## src/rtl/muldiv_unit_if.sv

```systemverilog
// Request/response bundle between the EX stage and the
// iterative multiply/divide unit.
interface muldiv_unit_if #(
   parameter int WIDTH = 32
);
   logic               start_i;
   logic [1:0]         op_i;
   logic [WIDTH-1:0]   opdata1_i;
   logic [WIDTH-1:0]   opdata2_i;
   logic               annul_i;
   logic [2*WIDTH-1:0] result_o;
   logic               ready_o;
   logic               busy_o;
   logic               dz_o;

   modport master (
      output start_i, op_i, opdata1_i,
      output opdata2_i, annul_i,
      input  result_o, ready_o, busy_o, dz_o
   );

   modport slave (
      input  start_i, op_i, opdata1_i,
      input  opdata2_i, annul_i,
      output result_o, ready_o, busy_o, dz_o
   );
endinterface

```

## src/rtl/muldiv_unit.sv

```systemverilog
// Iterative MULT/MULTU/DIV/DIVU unit: shift-add multiply and
// restoring divide on operand magnitudes, one bit per cycle.
module muldiv_unit #(
   parameter int WIDTH         = 32,
   parameter int SIGNED_DIV_EN = 1
) (
   input logic         clk,
   input logic         rst,
   muldiv_unit_if.slave bus
);
   localparam int CW = $clog2(WIDTH + 1);
   localparam int W2 = 2 * WIDTH;

   localparam logic [1:0] IDLE   = 2'd0;
   localparam logic [1:0] RUN    = 2'd1;
   localparam logic [1:0] BYZERO = 2'd2;
   localparam logic [1:0] DONE   = 2'd3;

   logic [1:0]       state;
   logic [CW-1:0]    cnt;
   logic             is_div;
   logic             neg_q;
   logic             neg_r;
   logic             dz_q;
   logic [WIDTH-1:0] opa;
   logic [W2-1:0]    acc;
   logic [W2-1:0]    result_q;

   logic             accept;
   logic             signed_op;
   logic             neg1;
   logic             neg2;
   logic             div0;
   logic [WIDTH-1:0] mag1;
   logic [WIDTH-1:0] mag2;

   assign accept = (state == IDLE) && bus.start_i
                && !bus.annul_i;

   assign signed_op = (bus.op_i == 2'b00)
                   || ((bus.op_i == 2'b10)
                       && (SIGNED_DIV_EN != 0));

   assign neg1 = signed_op && bus.opdata1_i[WIDTH-1];
   assign neg2 = signed_op && bus.opdata2_i[WIDTH-1];
   assign mag1 = neg1 ? -bus.opdata1_i : bus.opdata1_i;
   assign mag2 = neg2 ? -bus.opdata2_i : bus.opdata2_i;
   assign div0 = bus.op_i[1] && (bus.opdata2_i == '0);

   // acc = {hi, lo}: product accumulator, or {remainder, dividend/quotient}
   logic [WIDTH:0]   mul_sum;
   logic [W2-1:0]    mul_nxt;
   logic [WIDTH:0]   div_trial;
   logic [WIDTH+1:0] div_diff;
   logic             borrow;
   logic [W2-1:0]    div_nxt;
   logic [W2-1:0]    step;
   logic [WIDTH-1:0] step_hi;
   logic [WIDTH-1:0] step_lo;
   logic [W2-1:0]    mul_fin;
   logic [W2-1:0]    div_fin;
   logic [W2-1:0]    fin;
   logic             last;

   assign mul_sum = {1'b0, acc[W2-1:WIDTH]}
                  + (acc[0] ? {1'b0, opa}
                            : {(WIDTH+1){1'b0}});
   assign mul_nxt = {mul_sum, acc[WIDTH-1:1]};

   assign div_trial = {acc[W2-1:WIDTH], acc[WIDTH-1]};
   assign div_diff  = {1'b0, div_trial} - {2'b00, opa};
   assign borrow    = div_diff[WIDTH+1];
   assign div_nxt   = borrow
      ? {div_trial[WIDTH-1:0], acc[WIDTH-2:0], 1'b0}
      : {div_diff[WIDTH-1:0], acc[WIDTH-2:0], 1'b1};

   assign step    = is_div ? div_nxt : mul_nxt;
   assign step_hi = step[W2-1:WIDTH];
   assign step_lo = step[WIDTH-1:0];

   assign mul_fin = neg_q ? -step : step;
   assign div_fin = {neg_r ? -step_hi : step_hi,
                     neg_q ? -step_lo : step_lo};
   assign fin     = is_div ? div_fin : mul_fin;

   assign last = (cnt == CW'(WIDTH - 1));

   always_ff @(posedge clk or negedge rst) begin
      if (!rst) begin
         state    <= IDLE;
         cnt      <= '0;
         is_div   <= 1'b0;
         neg_q    <= 1'b0;
         neg_r    <= 1'b0;
         dz_q     <= 1'b0;
         opa      <= '0;
         acc      <= '0;
         result_q <= '0;
      end else begin
         unique case (1'b1)
            (state == IDLE): begin
               if (accept) begin
                  cnt      <= '0;
                  result_q <= '0;
                  is_div   <= bus.op_i[1];
                  neg_q    <= neg1 ^ neg2;
                  neg_r    <= neg1;
                  dz_q     <= div0;
                  opa      <= bus.op_i[1] ? mag2 : mag1;
                  acc      <= {{WIDTH{1'b0}},
                               bus.op_i[1] ? mag1 : mag2};
                  state    <= div0 ? BYZERO : RUN;
               end
            end
            (state == RUN): begin
               if (bus.annul_i) begin
                  result_q <= '0;
                  state    <= IDLE;
               end else begin
                  acc <= step;
                  cnt <= cnt + CW'(1);
                  if (last) begin
                     result_q <= fin;
                     state    <= DONE;
                  end
               end
            end
            (state == BYZERO): begin
               result_q <= '0;
               state    <= bus.annul_i ? IDLE : DONE;
            end
            (state == DONE): begin
               state <= IDLE;
            end
            default: state <= IDLE;
         endcase
      end
   end

   assign bus.result_o = result_q;
   assign bus.ready_o  = (state == DONE);
   assign bus.busy_o   = (state != IDLE);
   assign bus.dz_o     = (state == DONE) && dz_q;
endmodule

```

## src/flat_wrapper.sv

```systemverilog
// flat-port wrapper written by rule: the top's interface ports become plain ports
module muldiv_unit_flat 
#(
   parameter int WIDTH         = 32,
   parameter int SIGNED_DIV_EN = 1
)
  (clk, rst, bus_start_i, bus_op_i, bus_opdata1_i, bus_opdata2_i, bus_annul_i, bus_result_o, bus_ready_o, bus_busy_o, bus_dz_o);
  muldiv_unit_if #(.WIDTH(WIDTH)) bus_i ();
  input logic clk;
  input logic rst;
  input wire logic [$bits(bus_i.start_i)-1:0] bus_start_i;
  input wire logic [$bits(bus_i.op_i)-1:0] bus_op_i;
  input wire logic [$bits(bus_i.opdata1_i)-1:0] bus_opdata1_i;
  input wire logic [$bits(bus_i.opdata2_i)-1:0] bus_opdata2_i;
  input wire logic [$bits(bus_i.annul_i)-1:0] bus_annul_i;
  output wire logic [$bits(bus_i.result_o)-1:0] bus_result_o;
  output wire logic [$bits(bus_i.ready_o)-1:0] bus_ready_o;
  output wire logic [$bits(bus_i.busy_o)-1:0] bus_busy_o;
  output wire logic [$bits(bus_i.dz_o)-1:0] bus_dz_o;
  assign bus_i.start_i = bus_start_i;
  assign bus_i.op_i = bus_op_i;
  assign bus_i.opdata1_i = bus_opdata1_i;
  assign bus_i.opdata2_i = bus_opdata2_i;
  assign bus_i.annul_i = bus_annul_i;
  assign bus_result_o = bus_i.result_o;
  assign bus_ready_o = bus_i.ready_o;
  assign bus_busy_o = bus_i.busy_o;
  assign bus_dz_o = bus_i.dz_o;
  muldiv_unit #(.WIDTH(WIDTH), .SIGNED_DIV_EN(SIGNED_DIV_EN)) u_core (.clk(clk), .rst(rst), .bus(bus_i));
endmodule
```

## config.mk

```make
export PLATFORM = sky130hd
export DESIGN_NAME = muldiv_unit_flat
export DESIGN_NICKNAME = d
export VERILOG_FILES = /design/src/rtl/muldiv_unit_if.sv /design/src/rtl/muldiv_unit.sv /design/src/flat_wrapper.sv
export SDC_FILE = /design/constraint.sdc
export NUM_CORES = 1
export LEC_CHECK = 0
export BUFFER_PORTS_ARGS = -buffer_cell sky130_fd_sc_hd__buf_2
export CAP_MARGIN = 10
export CORE_ASPECT_RATIO = 1.1
export CORE_MARGIN = 4
export CORE_UTILIZATION = 61
export CTS_CLUSTER_DIAMETER = 60
export DETAILED_ROUTE_END_ITERATION = 10
export GPL_TIMING_DRIVEN = 0
export PLACE_DENSITY_LB_ADDON = 0.1
export SETUP_SLACK_MARGIN = 0.05
export SYNTH_ARGS = -nofsm -noshare
export SYNTH_HDL_FRONTEND = slang
export SYNTH_SLANG_ARGS = --single-unit
export TNS_END_PERCENT = 100
```

## constraint.sdc

```tcl
create_clock -name clk -period 13.2 [get_ports clk]
set_input_delay 2.64 -clock clk [delete_from_list [all_inputs] [get_ports clk]]
set_output_delay 2.64 -clock clk [all_outputs]
set_load 0.02 [all_outputs]
```

==> results of run 1 <==
per-layer routing:
layer | vias to the layer above | wire, um
li1 | 7616 | -
met1 | 7845 | 21200
met2 | 1033 | 25500
met3 | 276 | 5120
met4 | 0 | 4490
met5 | - | 0
worst max-delay path by stage:
| stage | from | to | slack [ns] | cells past startpoint |
|---|---|---|---|---|
| final | u_core.is_div$_DFFE_PN0P_ | u_core.bus.result_o[46]$_DFFE_PN0P_ | 4.77 | 23 |
| after global routing | u_core.is_div$_DFFE_PN0P_ | u_core.bus.result_o[46]$_DFFE_PN0P_ | 4.73 | 23 |
| after CTS | u_core.is_div$_DFFE_PN0P_ | u_core.bus.result_o[46]$_DFFE_PN0P_ | 5.29 | 23 |
| after detailed placement | u_core.is_div$_DFFE_PN0P_ | u_core.bus.result_o[46]$_DFFE_PN0P_ | 5.30 | 23 |
| after global placement | u_core.is_div$_DFFE_PN0P_ | u_core.bus.result_o[46]$_DFFE_PN0P_ | 5.34 | 23 |
| after floorplan | u_core.is_div$_DFFE_PN0P_ | u_core.bus.result_o[62]$_DFFE_PN0P_ | 7.73 | 23 |
power by group:
part           leakage, nW  total, mW  switching (mW)  internal, mW
combinational         4.98       3.48            2.29          1.20
sequential            2.27       1.00           0.262         0.740
clock                0.271      0.505           0.254         0.251
per-stage QoR:
| stage | power (mW) | util | instances | setup WS, ns |
|---|---|---|---|---|
| floorplan | 3.33 | - | 2025 | 7.73 |
| global placement | 4.29 | 0.670 | 2469 | 5.34 |
| detailed placement | 4.35 | 0.672 | 2470 | 5.30 |
| CTS | 4.87 | 0.695 | 2501 | 5.29 |
| global route | 5.28 | 0.695 | 2501 | 4.73 |
| finish | 4.99 | 0.695 | 2501 | 4.77 |
sequential cells by signal (all words and copies together) (netlist names):
signal	flops
u_core.state	2
u_core.acc	64
u_core.neg_q	1
u_core.bus.result_o	64
u_core.cnt	6
u_core.opa	32
u_core.is_div	1
u_core.neg_r	1
u_core.dz_q	1
worst max-delay path, cell delays in order, from the launching register on:
cell       delay [ns]
dfrtp_1          0.47
clkbuf_1         0.60
buf_2            0.44
buf_2            0.41
buf_2            0.45
buf_2            0.35
buf_1            0.59
buf_1            0.65
nand2_1          0.18
o21ai_0          0.32
ha_1             0.31
nor3b_1          0.25
o2111ai_1        0.22
nor4_1           0.42
nand3_1          0.18
or2_2            0.33
or2_2            0.35
nand2b_1         0.25
and2_1           0.20
clkbuf_1         0.28
nor3_2           0.42
a31oi_1          0.17
xnor2_1          0.20
o31ai_1          0.28
final cells by class:
| cell class | instances | area (sq um) |
|---|---|---|
| plain buffers | 112 | 472 |
| multi-input cells | 1678 | 10500 |
| repair buffers | 135 | 708 |
| flip-flops and latches | 172 | 4300 |
| fillers | 2098 | 7530 |
| well taps | 310 | 388 |
| clock inverters | 14 | 154 |
| clock buffers | 17 | 425 |
| inverters | 63 | 238 |
cell families (layout without fill, tap and decap cells):
family,after synthesis,in the layout,synth area share
fa+ha+maj,74,74,0.0607
buf+inv,175,341,0.0458
flops,172,172,0.278
compound gates,648,648,0.259
mux,51,51,0.0340
xor+xnor,159,159,0.0899
simple gates,746,746,0.233
cell usage in the layout (no fill, tap or decap), drive strengths merged, types with 38 or more instances in the layout:
master  count
a21oi     179
and2       47
buf       159
clkbuf    105
dfrtp     172
ha         72
inv        66
mux2i      38
nand2     269
nor2      177
nor3       60
o21ai     222
xnor2      93
xor2       66
==> run metrics, run 1 <==
most frequent cell after synthesis=nand2_1; R2R depth=23; Fin. Hold Viols=0; yosys warns=0; Min Clock Period, post-route=8.43 ns; area leader, netlist=dfrtp_1; worst-skew pair later-pin latency=0.45 ns; Detailed Place HPWL=44.7 mm; setup bufs post-CTS=0; Num CTS Buffers=17; Iter 0 DRT Violations=2005; Die Width=160 um; #FFs+latches synth=172; ANT cells=0; Leak=7.53 nW; Startpoint Class=register; clock sinks=172; Placer Congestion=1.04; Post-DP Area=16600 sq um; Clk pin slew, worst setup/hold paths=0.08 ns; Vias=16800; Synth top cells by count=269 x nand2_1, 217 x o21ai_0, 178 x a21oi_1, 176 x nor2_1, 172 x dfrtp_1; Netlist cell types=94; worst reg-to-reg setup slack=4.77 ns; RSZ-0062 raised after global routing=false; CTS Buffer Depth=2; CTS tree=built; largest net degree at the start of global routing=91; vias per cell=6.71; root buf cell=clkbuf_16; status=finished, final reports clean; final net count=2323; I/O pins=137; EDFF count, synth=0; Max Fclk=119 MHz; DRT Pass-1 Iters=6; Critical Path RT=13.55 ns; Mapped Cells=2025; drt wl/cell=22.5 um; setup violators final=0; Syn Area/Cell=7.65 sq um; vias in the first global route=16000; Layout Skew=0.0214 ns; reg2reg end=u_core.bus.result_o[46]$_DFFE_PN0P_; fin. max-slew vios=0; Slew headroom=0.329; final worst-path cycle share=0.639; reg2reg start=u_core.is_div$_DFFE_PN0P_; gr busiest metal=met2; initial antenna violation count=0; hold depth=2; Syn Nets=2169; sequential fraction of the synthesis area=0.278; Primary FF master, synth=dfrtp_1; post-synth top area share=0.278; GR Layer Usage met2=0.637; global-route wire length before repair=87.1 mm; GR Overflow Total=0; Max VDD drop=166 uV; largest cells by area after synthesis=dfrtp_1 28%, o21ai_0 7.0%, nand2_1 6.5%; Hold Slack=0.475 ns; Crit Path Max Fanout=10; antenna-violating nets left=0; grt met3 use=0.0616; DIE HEIGHT=175 um; pwr/cell area=291 nW/um^2; final setup TNS=0 ns; Initial Utilization=0.627; met1 usage=0.483; CP Capture Type=register; CP Data Arrival Time=8.78 ns; core box area=24700 sq um; DRC Markers=0; Worst Min Path Start=u_core.bus.result_o[41]$_DFFE_PN0P_; final WL=56.3 mm; Mapped Area=15500 sq um; crit path kind=reg2reg; Area Growth Syn to Fin=10.8%; share of cells above drive strength 1=0.110; num rows=60; die area=28000 sq um; Async SR Flop Fraction=1.00; Finished Cell Area=17200 sq um; max_cap viols=0; H-tree levels=4; GRT Overall Usage=0.391; port buffer count=134; Hold Crit Class=reg2reg; Hold EP=u_core.bus.result_o[41]$_DFFE_PN0P_; hold_buf cts=0; cts repair resizes=0; measured slew at the worst slew-check pin=0.998 ns
(Power assumes the default switching activity.)
==> run 2, diff against run 1 <==
- ABC_AREA: unset -> 1
- clock period: 13.2 -> 8.7 ns (I/O delays scaled with it)
==> run metrics, run 2 <==
status=finished, final reports clean; Iter 0 DRT Violations=2562 (+28%); fin util=0.684 (-0.0109); Internal Power=3.47 mW (+59%); most frequent cell after synthesis=nand2_1; GR Overflow Total=0 (unchanged); XOR/XNOR Fraction of Synth Area=0.0434 (-0.0465); die area=31200 sq um (+11%); sequential power share=0.162 (-0.039); Syn Nets=3018 (+39%); cts repair resizes=0 (unchanged); num rows=64 (+6.7%); reg2reg start=u_core.opa[22]$_DFFE_PN0P_; post-synth top area share=0.248 (-0.0297); largest net degree at the start of global routing=94 (+3.3%); final net count=3174 (+37%); #FFs+latches synth=172 (unchanged); port buffer count=136 (+1.5%); initial antenna violation count=0 (unchanged); CTS Buffer Depth=2 (unchanged); most frequent cells in the layout=928 x nand2_1, 408 x inv_1, 279 x nor2_1; Mapped Area=17300 sq um (+12%); Net Sw Power=5.40 mW (+93%); Critical Path RT=9.04 ns (-4.51 ns); hold_buf cts=0 (unchanged); largest cells by area after synthesis=dfrtp_1 25%, nand2_1 20%, inv_1 8.8%; CP max stage cell=dfrtp_1; R2R depth=27 (+17%); Async SR Flop Fraction=1.00 (unchanged); DRC Markers=0 (unchanged); vias per cell=5.99 (-11%); commonest non-fill, non-tap cell in the layout=nand2_1; cell mode on critical path=nand2_1; Synth Area in Compound Gates=0.147 (-0.112); antenna-violating nets left=0 (unchanged); largest family of logic cells by synthesized area=simple AND/OR/NAND/NOR gates; Hold EP=u_core.bus.result_o[21]$_DFFE_PN0P_; yosys warns=0 (unchanged); Mapped Cells=2874 (+42%); Leak=10.2 nW (+36%); DRT Pass-1 Iters=8 (+2); delay-heaviest family, CP=simple AND/OR/NAND/NOR gates; CP Capture Type=register; Slew headroom=0.418 (+0.0891); Synth Area in Adders=0.0543 (-0.00649); global-route wire length before repair=103 mm (+18%); Netlist cell types=54 (-43%); sequential fraction of the synthesis area=0.248 (-0.0297); Worst Min Path Start=u_core.bus.result_o[21]$_DFFE_PN0P_; Layout Cells excl Fill=3406 (+36%); Synth top cells by count=928 x nand2_1, 408 x inv_1, 279 x nor2_1, 207 x nand3_1, 172 x dfrtp_1; final setup TNS=0 ns (unchanged); worst reg-to-reg setup slack=4.07 ns (-0.70 ns); Crit path largest cell delay=0.51 ns (-0.14 ns); Num CTS Buffers=17 (unchanged); Syn Area/Cell=6.03 sq um (-21%); H-tree levels=4 (unchanged); Startpoint Class=register; Finished Cell Area=19100 sq um (+11%); hold depth=2 (unchanged); Overall Power=8.87 mW (+78%); register area=4300 sq um (unchanged); multi-input gate area in the final layout=11000 sq um (+5.0%); crit path from=u_core.opa[22]$_DFFE_PN0P_; I/O pins=137 (unchanged); Clk pin slew, worst setup/hold paths=0.08 ns (about the same); Post-DP Area=18500 sq um (+12%); combinational power share=0.746 (+0.048); clock sinks=172 (unchanged); max_cap viols=0 (unchanged); mux cell area share after synthesis=0 (-0.0340); reg2reg end=u_core.bus.result_o[62]$_DFFE_PN0P_; GRT Overall Usage=0.423 (+0.0321); fill count=2614 (+25%); EDFF count, synth=0 (unchanged); Cells after DPL=3374 (+37%); Primary FF master, synth=dfrtp_1; crit path kind=reg2reg; Detailed Place HPWL=54.1 mm (+21%); Area Growth Syn to Fin=10.2%; Hold Crit Class=reg2reg; vias in the first global route=19000 (+19%); Placer Congestion=1.10 (+6.5%); Clk pwr share=0.092 (-0.009); Min Clock Period, post-route=4.63 ns (-3.80 ns); share of cells above drive strength 1=0.0976 (-0.0119); Crit Path Max Fanout=7 (-3); drt wl/cell=19.7 um (-12%); core box area=27900 sq um (+13%); Setup WS pre-CTS=3.98 ns (-1.32 ns); Initial Utilization=0.621 (-0.00663); fin. max-slew vios=0 (unchanged); CP Data Arrival Time=4.97 ns (-3.81 ns); Max Fclk=216 MHz (+82%); fin worst setup slack=4.07 ns (-0.698 ns); pwr/cell area=464 nW/um^2 (+60%); Sw Ratio=0.609 (+0.0471); worst-skew pair later-pin latency=0.45 ns (about the same); Hold Slack=0.479 ns (+0.00420 ns); CTS tree=built; ANT cells=0 (unchanged); crit path buf inv count=1 (-7); Max VDD drop=292 uV (+76%); setup bufs post-CTS=0 (unchanged); Vias=20400 (+22%); Layout Skew=0.0144 ns (-0.00697 ns); final worst-path cycle share=0.532 (-0.107); DIE HEIGHT=185 um (+5.5%); RSZ-0062 raised after global routing=false; setup violators final=0 (unchanged); simple-gate portion of the synthesized area=0.390 (+0.157); final WL=67.2 mm (+19%); Die Width=169 um (+5.5%); measured slew at the worst slew-check pin=0.873 ns (-0.125 ns); Fin. Hold Viols=0 (unchanged); root buf cell=clkbuf_16; area leader, netlist=dfrtp_1
[run 2: cell families (layout without fill, tap and decap cells)]
family,after synthesis,count (layout)
simple gates,1590,1590
buf+inv,519,688
compound gates,433,433
flops,172,172
xor+xnor,86,86
fa+ha+maj,74,74
[run 2: per-layer routing]
metal	track usage	vias to the layer above	wire [um]
met5	0	-	0
met4	0.304	0	6100
met3	0.0830	365	6360
met2	0.685	1292	30100
met1	0.505	9222	24600
li1	-	9533	-
[run 2: layout make-up]
type / count / share of cell area
repair buffers: 137 / 0.0376
flip-flops and latches: 172 / 0.225
clock inverters: 15 / 0.00929
clock buffers: 17 / 0.0223
multi-input cells: 2183 / 0.576
inverters: 428 / 0.0840
plain buffers: 91 / 0.0224
well taps: 363 / 0.0238
[run 2: power groups by stage]
stage / registers [mW] / logic (mW) / clock network, mW
CTS: 1.41 / 6.42 / 0.800
detailed placement: 1.43 / 6.37 / 0
global placement: 1.42 / 6.25 / 0
floorplan: 1.42 / 4.43 / 0
global route: 1.45 / 7.23 / 0.830
finish: 1.44 / 6.62 / 0.812
[run 2: worst max path at each step]
stage                                          endpoint  slack, ns  depth (start not counted)
floorplan                    u_core.acc[26]$_DFFE_PN0P_       4.90                         15
global placement    u_core.bus.result_o[12]$_DFFE_PN0P_       3.14                          1
detailed placement           u_core.acc[26]$_DFFE_PN0P_       3.98                         18
CTS                 u_core.bus.result_o[62]$_DFFE_PN0P_       4.24                         28
global route        u_core.bus.result_o[62]$_DFFE_PN0P_       3.70                         27
finish              u_core.bus.result_o[62]$_DFFE_PN0P_       4.07                         27
[run 2: worst register-to-register path, stage by stage, from the launching register on]
cell     delay, ns
dfrtp_1       0.51
inv_1         0.09
ha_1          0.37
a21oi_2       0.18
nor2_1        0.06
nor2_2        0.13
nand2_2       0.10
a21oi_4       0.47
nand3_1       0.25
nand2_2       0.24
ha_1          0.21
nand2_1       0.11
nor2_2        0.15
nand4_1       0.19
nor2_2        0.20
nand4_1       0.14
nor2_1        0.18
nand3_1       0.09
nor2_1        0.11
nand2_1       0.06
nand2_1       0.07
nand2_2       0.08
nor2_2        0.19
nand2_1       0.10
nand2_1       0.08
nand2_1       0.06
nand3_1       0.07
nand2_1       0.05
==> run 3, diff against run 2 <==
- clock period: 8.7 -> 4.9 ns (I/O delays scaled with it)
==> run metrics, run 3 (synthesized netlist as in run 2, its figures left out) <==
status=finished, final reports clean; DRT Pass-1 Iters=8 (unchanged); Critical Path RT=5.24 ns (-3.80 ns); Placer Congestion=1.10 (unchanged); commonest non-fill, non-tap cell in the layout=nand2_1; RSZ-0062 raised after global routing=false; cell mode on critical path=nand2_1; fill count=2617 (+0.11%); Detailed Place HPWL=54.1 mm (unchanged); CP Capture Type=register; setup violators final=0 (unchanged); core box area=27900 sq um (unchanged); GRT Overall Usage=0.423 (unchanged); CTS Buffer Depth=2 (unchanged); multi-input gate area in the final layout=11000 sq um (unchanged); antenna-violating nets left=0 (unchanged); fin worst setup slack=0.452 ns (-3.62 ns); Vias=20400 (-0.034%); Die Width=169 um (unchanged); final worst-path cycle share=0.908 (+0.375); Area Growth Syn to Fin=10.3% (about the same); worst-skew pair later-pin latency=0.44 ns (about the same); Clk pin slew, worst setup/hold paths=0.08 ns (about the same); initial antenna violation count=0 (unchanged); Setup WS pre-CTS=0.465 ns (-3.51 ns); pwr/cell area=824 nW/um^2 (+78%); num rows=64 (unchanged); Leak=10.2 nW (about the same); max_cap viols=0 (unchanged); most frequent cells in the layout=928 x nand2_1, 408 x inv_1, 279 x nor2_1; CTS tree=built; Num CTS Buffers=17 (unchanged); vias in the first global route=19000 (unchanged); Initial Utilization=0.621 (unchanged); fin. max-slew vios=0 (unchanged); gr busiest metal=met2; DIE HEIGHT=185 um (unchanged); Overall Power=15.8 mW (+78%); DRC Markers=0 (unchanged); Layout Skew=0.0146 ns (+0.000201 ns); Cells after DPL=3374 (unchanged); port buffer count=136 (unchanged); drt wl/cell=19.7 um (-0.15%); largest net degree at the start of global routing=94 (unchanged); met1 usage=0.505 (unchanged); Iter 0 DRT Violations=2531 (-1.2%); Hold Slack=0.479 ns (-0.0000330 ns); CP max stage cell=dfrtp_1; ANT cells=0 (unchanged); root buf cell=clkbuf_16; final WL=67.1 mm (-0.12%); final setup TNS=0 ns (unchanged); Crit Path Max Fanout=7 (unchanged); die area=31200 sq um (unchanged); Layout Cells excl Fill=3407 (+0.029%); H-tree levels=4 (unchanged); global-route wire length before repair=103 mm (unchanged); CP Data Arrival Time=4.78 ns (-0.19 ns); final net count=3175 (+0.032%); crit path kind=reg2reg; Max VDD drop=519 uV (+78%); cts repair resizes=0 (unchanged); Hold Crit Class=reg2reg; Fin. Hold Viols=0 (unchanged); clock sinks=172 (unchanged); Crit path largest cell delay=0.49 ns (-0.02 ns); Slew headroom=0.434 (+0.0156); grt met3 use=0.0830 (unchanged); Min Clock Period, post-route=4.45 ns (-0.184 ns); share of cells above drive strength 1=0.0979 (+0.000296); measured slew at the worst slew-check pin=0.849 ns (-0.0234 ns); GR Layer Usage met2=0.685 (unchanged); register area=4300 sq um (unchanged); Max Fclk=225 MHz (+4.1%); GR Overflow Total=0 (unchanged); Startpoint Class=register; vias per cell=5.99 (about the same); I/O pins=137 (unchanged)
run 3: cell types whose count changed in the layout (fill, tap and decap cells not counted):
cell | previous run | this run
buf_4 | 2 | 3
run 3: per-layer routing:
metal / share of wire / wire length [um] / vias to the layer above
met2: 0.45 / 30300 / 1305
met1: 0.37 / 24500 / 9210
met3: 0.095 / 6380 / 349
met4: 0.089 / 5950 / 0
met5: 0 / 0 / -
li1: - / - / 9541
run 3: report_power, final:
part,total [mW],internal [mW],switching (mW)
registers,2.55,1.98,0.578
clock network,1.43,0.732,0.699
logic,11.8,3.47,8.31
run 3: per-stage QoR:
step           area, sq um  utilization
6_report             19100        0.684
5_1_grt              19100        0.684
4_1_cts              19100        0.684
3_5_place_dp         18500        0.662
3_3_place_gp         18500        0.661
2_1_floorplan        17300            -
run 3: final cells by class:
| cell class | count | share of cell area |
|---|---|---|
| Buffer | 91 | 0.0224 |
| Clock buffer | 17 | 0.0222 |
| Sequential cell | 172 | 0.225 |
| Inverter | 428 | 0.0840 |
| Multi-Input combinational cell | 2183 | 0.575 |
| Timing Repair Buffer | 138 | 0.0379 |
| Tap cell | 363 | 0.0237 |
| Clock inverter | 15 | 0.00929 |
run 3: path summary, 6_finish.rpt:
kind	end	slack, ns	cells past startpoint	from
max	u_core.bus.result_o[62]$_DFFE_PN0P_	0.45	31	u_core.opa[6]$_DFFE_PN0P_
min	u_core.bus.result_o[42]$_DFFE_PN0P_	0.48	2	u_core.bus.result_o[42]$_DFFE_PN0P_
max reg2reg	u_core.bus.result_o[62]$_DFFE_PN0P_	0.45	31	u_core.opa[6]$_DFFE_PN0P_
min reg2reg	u_core.bus.result_o[42]$_DFFE_PN0P_	0.48	2	u_core.bus.result_o[42]$_DFFE_PN0P_
max in group asynchronous	u_core.acc[1]$_DFFE_PN0P_	3.48	2	rst
min in group asynchronous	u_core.acc[58]$_DFFE_PN0P_	0.54	1	rst
run 3: what timing repair did:
item | 4_1_cts | 5_1_grt
hold buffers | 0 | 0
setup buffers | 0 | 1
endpoints found under the setup margin | 0 | 4
run 3: worst max-delay path, delay by kind of cell (launching register included):
family / cells / cell delay (ns)
adder cells (fa/ha/maj): 2 / 0.54
buffers and inverters: 2 / 0.15
flip-flops: 1 / 0.49
AND/OR/NAND/NOR: 27 / 3.15
